`src/rtl/mem_port.sv`:
```
// mem_port: valid/ready bus master that stalls the multicycle controller for each fetch, load or store.
// Optional ISSUE-state watchdog enabled by defining MEM_PORT_TIMEOUT_EN.
module mem_port #(
    parameter int AW      = 32,
    parameter int DW      = 32,
    parameter int TIMEOUT = 15
) (
    input  logic          clk,
    input  logic          reset,
    input  logic          rd_req,
    input  logic          wr_req,
    input  logic [AW-1:0] adr,
    input  logic [DW-1:0] wdata,
    output logic [DW-1:0] rdata,
    output logic          stall,
    output logic          done,
    output logic          bus_valid,
    output logic          bus_we,
    output logic [AW-1:0] bus_adr,
    output logic [DW-1:0] bus_wdata,
    input  logic          bus_ready,
    input  logic [DW-1:0] bus_rdata,
    output logic          err
);
    typedef enum logic [1:0] {IDLE, ISSUE, DONE} state_t;

    state_t        state_q, state_d;
    logic          bus_valid_q, bus_valid_d, bus_we_q, bus_we_d, err_q, err_d;
    logic [AW-1:0] bus_adr_q, bus_adr_d;
    logic [DW-1:0] bus_wdata_q, bus_wdata_d, rdata_q, rdata_d;
    logic          req, accept, abort;

`ifdef MEM_PORT_TIMEOUT_EN
    localparam int CW = $clog2(TIMEOUT + 1);
    logic [CW-1:0] cnt_q, cnt_d;
    // Abort on the cycle the wait count would reach TIMEOUT
    assign abort = state_q == ISSUE && !bus_ready && cnt_q == CW'(TIMEOUT - 1);
    assign cnt_d = (state_q == ISSUE && !bus_ready) ? cnt_q + CW'(1) : '0;
    always_ff @(posedge clk or negedge reset)
        if (!reset) cnt_q <= '0;
        else        cnt_q <= cnt_d;
`else
    logic unused_timeout;
    assign abort          = 1'b0;
    assign unused_timeout = ^TIMEOUT;
`endif

    always_comb begin
        req         = rd_req | wr_req;
        accept      = state_q == IDLE && req;
        state_d     = (state_q == IDLE)  ? (req ? ISSUE : IDLE) :
                      (state_q == ISSUE) ? ((bus_ready || abort) ? DONE : ISSUE) : IDLE;
        bus_valid_d = state_d == ISSUE;
        bus_we_d    = accept ? wr_req : bus_we_q;
        bus_adr_d   = accept ? adr    : bus_adr_q;
        bus_wdata_d = accept ? wdata  : bus_wdata_q;
        rdata_d     = (state_q == ISSUE && bus_ready && !bus_we_q) ? bus_rdata :
                      (abort && !bus_we_q) ? '1 : rdata_q;
        err_d       = err_q | abort;
    end

    always_ff @(posedge clk or negedge reset)
        if (!reset) begin
            state_q     <= IDLE;
            bus_valid_q <= 1'b0;
            bus_we_q    <= 1'b0;
            bus_adr_q   <= '0;
            bus_wdata_q <= '0;
            rdata_q     <= '0;
            err_q       <= 1'b0;
        end else begin
            state_q     <= state_d;
            bus_valid_q <= bus_valid_d;
            bus_we_q    <= bus_we_d;
            bus_adr_q   <= bus_adr_d;
            bus_wdata_q <= bus_wdata_d;
            rdata_q     <= rdata_d;
            err_q       <= err_d;
        end

    assign stall     = accept || state_q == ISSUE;
    assign done      = state_q == DONE;
    assign bus_valid = bus_valid_q;
    assign bus_we    = bus_we_q;
    assign bus_adr   = bus_adr_q;
    assign bus_wdata = bus_wdata_q;
    assign rdata     = rdata_q;
    assign err       = err_q;
endmodule

```
`config.mk`:
```
export PLATFORM = sky130hd
export DESIGN_NAME = mem_port
export DESIGN_NICKNAME = d
export VERILOG_FILES = /design/src/rtl/mem_port.sv
export SDC_FILE = /design/constraint.sdc
export NUM_CORES = 1
export LEC_CHECK = 0
export CORE_AREA = 2 2 109 111
export CTS_CLUSTER_DIAMETER = 150
export DETAILED_ROUTE_END_ITERATION = 8
export DIE_AREA = 0 0 111 113
export PLACE_DENSITY = 0.85
export SETUP_SLACK_MARGIN = 0.3
export SYNTH_ARGS = -nofsm -noshare
export SYNTH_HDL_FRONTEND = slang
export SYNTH_SLANG_ARGS = --single-unit
```
`constraint.sdc`:
```
create_clock -name clk -period 1.7 [get_ports clk]
set_clock_uncertainty 0.2 [all_clocks]
set_input_delay 0.34 -clock clk [delete_from_list [all_inputs] [get_ports clk]]
set_output_delay 0.34 -clock clk [all_outputs]
set_load 0.02 [all_outputs]
```
# [After elaboration in Yosys (flattened, before gate mapping)]
# Index checks and enable logic that the tools add are counted.
[word_totals] ff_bits=100 output_inout_bits=101 inputBits=101 elab_cells=20
[op_classes] bitwise=1 n_reduce_logical=6 n_mux=4 n_eq_ne=3
[op_table] cell="two-way mux 2 bit" count=3
[op_table] cell="== test 2 x 1 -> 1 bit (second input constant)" count=2
[op_table] cell="logical AND 1 bit" count=3
[op_table] cell="== test 2 bit (second input constant)" count=1
[op_table] cell="zero test 2 bit" count=1
[op_table] cell="zero test 1 bit" count=1
[op_table] cell="logical OR 1 bit" count=1
[op_table] cell="two-way mux 1 bit" count=1
[op_table] cell="OR 1 bit" count=1

# [Longest topological paths before layout]
[logic_depth] word_depth=4 mapped_depth=5 mapped_depth_nobuf=3

# [Worst setup path before layout]
# No wires, ideal clock.
[synth_timing] kind="register to register" start="register state_q[1]" end="register bus_adr_q[0], in the netlist bus_adr[0]" path_buffers=2 path_stages_with_launch=6 t_arrival_ns=1.342 required_time_ns=1.375 setup_slack_ns=0.032 setup_time_ns=0.125 synth_period_minus_slack_ns=1.668 cell_sequence="dfrtp_1 > nor2_1 > o21a_1 > buf_6 > buf_6 > mux2_4"
[synth_via] elab_chain_len=2
[synth_rtl] element="start, declared" line="27" text="state_t state_q, state_d;"
[synth_rtl] element="start signal, assigned" line="72" text="state_q <= state_d;"
[synth_rtl] element="zero test 2 bit" line="50" text="accept = state_q == IDLE && req;"
[synth_rtl] element="logical AND 1 bit" line="50"
[synth_rtl] element="end signal, assigned" line="75" text="bus_adr_q <= bus_adr_d;"
[synth_rtl] element="end, declared" line="29" text="logic [AW-1:0] bus_adr_q, bus_adr_d;"
# No other way between the ends.
# A chain may end at the register's enable or synchronous reset.

# [Worst setup path in the final report]
[layout_timing] start="input port rd_req" end="output port stall"
[layout_via] elab_chain_len=3
[layout_rtl] element="start, declared" line="10" text="input logic rd_req,"
[layout_rtl] element="OR 1 bit" line="49" text="req = rd_req | wr_req;"
[layout_rtl] element="logical AND 1 bit" line="50"
[layout_rtl] element="logical OR 1 bit" line="81" text="assign stall = accept || state_q == ISSUE;"
[layout_rtl] element="end, declared" line="15" text="output logic stall,"
# No other way between the ends.

==> out/metrics.csv <==
stage,metric,value,unit
final_layout,share of cells above drive strength 1,60.84,%
final_layout,fin cells,669,
synth,asr flop ratio synth,100.0,%
clocking,"Clk pin slew, worst setup/hold paths",70,ps
drt,DR vias,3003,
critical_path,crit path DAT,1220,ps
sta,setup violators final,48,
job,maxcap violations,0,
synth,Ys Warns,0,
drt,1st-iter DRT viols,90,
critical_path,Crit Path Class,primary input to primary output,
synth,simple-gate share of the synthesized area,1.003,%
sta,pins over their slew limit,0,
drt,drt pass-1 iters,4,
hold_path,hold path startpoint,bus_wdata[31],
final_layout,final instance area,7548,um2
global_routing,total congestion overflow,0,
critical_path,CP Data Required Time,1160,ps
power_and_ir_drop,pwr dens,2039,nW/um2
drt,DRC,0,
synth,Syn Inst Count,220,
placed_design,Final Wtd Congestion,0.7835,
sta,Worst Tran Pin Value,537.1,ps
global_routing,first-pass GRT wire length,17520,um
clocking,clock root buffer,clkbuf_16,
placed_design,Port-buffer cells,200,
hold_path,HP Class,flop to flop,
clocking,CTS Buf Count,9,
drt,"wirelength, routed",11590,um
hold_path,WHS Path Cells,1,
sta,Hold Slack,338.3,ps
synth,Post-synth EDFFs,0,
floorplan,IO Count,202,
synth,"count leader, synth",dfrtp_1,
synth,largest cells by area after synthesis,"dfrtp_1 (63%), mux2_4 (23%), mux2_2 (9.6%), buf_6 (2.0%), buf_4 (0.75%)",
synth,Synth Area in XOR/XNOR,0,%
critical_path,Setup crit start kind,primary input,
synth,post-synthesis cell type count,15,
critical_path,Reg2Reg Depth,6,
critical_path,FF-to-FF setup slack,-50,ps
synth,post-synthesis mux area share,32.72,%
power_and_ir_drop,VDD IR-drop max,1066,uV
clocking,CTS sink cnt,100,
sta,RSZ-0062 raised after global routing,yes,
synth,#FFs+latches synth,100,
drt,detailed-route vias per instance,4.489,
global_routing,largest net degree at the start of global routing,101,
hold_path,Hold Crit Endpoint,bus_wdata[31],
clocking,# H-tree levels,3,
synth,main combinational cell family by area after synthesis,multiplexers,
synth,"Top FF cell, synth",dfrtp_1,
power_and_ir_drop,LEAKAGE,3.593,nW
sta,max_slew headroom,64.19,%
clocking,CTS Buffer Depth,2,
power_and_ir_drop,total power draw,15.39,mW
clocking,"Clk Latency, worst-skew pair",340,ps
critical_path,worst-path fanout max,2,
sta,Final Hold Violating Endpoints,0,
synth,syn avg cell area,18.15,um2
floorplan,Initial Util,35.42,%
global_routing,vias in the first global route,3300,
sta,Achievable Freq,568.9,MHz
critical_path,end of the worst register-to-register path,rdata[28],
floorplan,die height,113,um
floorplan,die width,111,um
synth,synth cell count leaders,"dfrtp_1 (100), mux2_4 (60), mux2_2 (34)",
global_routing,initial antenna violation count,0,
final_layout,Final nets,622,
final_layout,fillers,774,
floorplan,row count,39,
synth,Synth area leader,dfrtp_1,
final_layout,# diodes,0,
placed_design,placed inst area,6243,um2
drt,Antenna Nets Post-Route,0,
critical_path,RR Startpoint,state_q[1],
drt,drt wl/cell,17.32,um
floorplan,die area,12540,um2
final_layout,Area growth syn-to-layout,89.06,%
floorplan,CORE AREA,11270,um2
synth,post-synth top area share,62.68,%
sta,setup slack after layout,-57.92,ps
placed_design,hpwl dp,7121,um
synth,Post-Syn Area,3993,um2
clocking,CTS tree,built,
status,status,"complete, but fails checks",
sta,min Tclk post-route,1758,ps
synth,sequential area share after synthesis,62.68,%
status,failing checks,negative setup slack,
synth,syn_nets,321,
sta,final period utilization,103.4,%
synth,complex-gate fraction of the synthesized area,0.7835,%
global_routing,Total Routing Usage GR,17.69,%
placed_design,dpl cells,569,
critical_path,nature of the critical path endpoint,primary output,
synth,Post-Synth Adder-Cell Area,0,%
## stage by stage
| stage | worst slack (ps) | utilization [%] | setup TNS, ps |
|---|---|---|---|
| CTS | -55.04 | 63.55 | -1941 |
| global placement | -486.7 | 55.39 | -30690 |
| floorplan | 66.70 | - | 0 |
| global route | -105.7 | 66.97 | -5501 |
| detailed placement | -485.3 | 55.39 | -32810 |
| finish | -57.92 | 66.97 | -1550 |
## area by class of cell
cell class                      count  area, um2  share of cell area (%)
Clock inverter                      4      95.09                   1.260
Sequential cell                   100       2505                   33.18
Timing Repair Buffer              301       2970                   39.35
Tap cell                          143      178.9                   2.370
Multi-Input combinational cell    109       1543                   20.44
Clock buffer                       12      256.5                   3.398
## cells by family after synthesis
kind of cell | count (synthesis)
AO/OA/AOI/OAI | 4
buffers and inverters | 11
flip-flops | 100
multiplexers | 96
other | 1
AND/OR/NAND/NOR | 8
## power by group
| group | leakage, nW | switching (mW) | internal, mW |
|---|---|---|---|
| clock network | 0.173 | 0.870 | 1.52 |
| registers | 1.17 | 0.946 | 3.57 |
| logic | 2.25 | 3.19 | 5.30 |
## worst max path at each step
stage / start / to / depth (start not counted)
floorplan: state_q[0] / bus_adr[0] / 5
global placement: wr_req / stall / 4
detailed placement: wr_req / stall / 4
CTS: state_q[0] / bus_adr[10] / 5
global route: state_q[0] / bus_adr[10] / 5
finish: rd_req / stall / 4
## cells in the final DEF (no fill, tap or decap), types with 2 or more instances in the layout
cell type	n
buf_6	107
dfrtp_1	98
clkdlybuf4s50_1	98
mux2_4	92
buf_4	88
clkbuf_16	9
mux2_2	3
bufinv_16	3
buf_8	3
buf_12	3
nor2_4	2
dfrtp_2	2
clkbuf_8	2
## flip-flops by register name, indices dropped and copies added (netlist names)
name / flops
bus_we: 1
bus_adr: 32
state_q: 2
rdata: 32
bus_wdata: 32
bus_valid: 1
## metal layers
metal | GRT usage, % | vias up | share of wire [%]
li1 | - | 1372 | -
met1 | 20.91 | 1478 | 39
met2 | 30.80 | 132 | 53
met3 | 4.713 | 21 | 6.2
met4 | 7.250 | 0 | 2.1
met5 | 0 | - | 0
## critical path, stage by stage
cell and delay [ps]:
clkdlybuf4s50_1 460, nor3_2 230, nor2_4 50, buf_6 130
## repair_timing
item                                   in CTS  in global routing
pin swaps                                   1                  0
buffers inserted                           34                 47
setup endpoints to repair                 196                196
hold buffers                                1                  0
resized for setup                         647                  9
endpoints found under the hold margin     100                  0
cloned                                      2                  0
(Power assumes the default switching activity.)
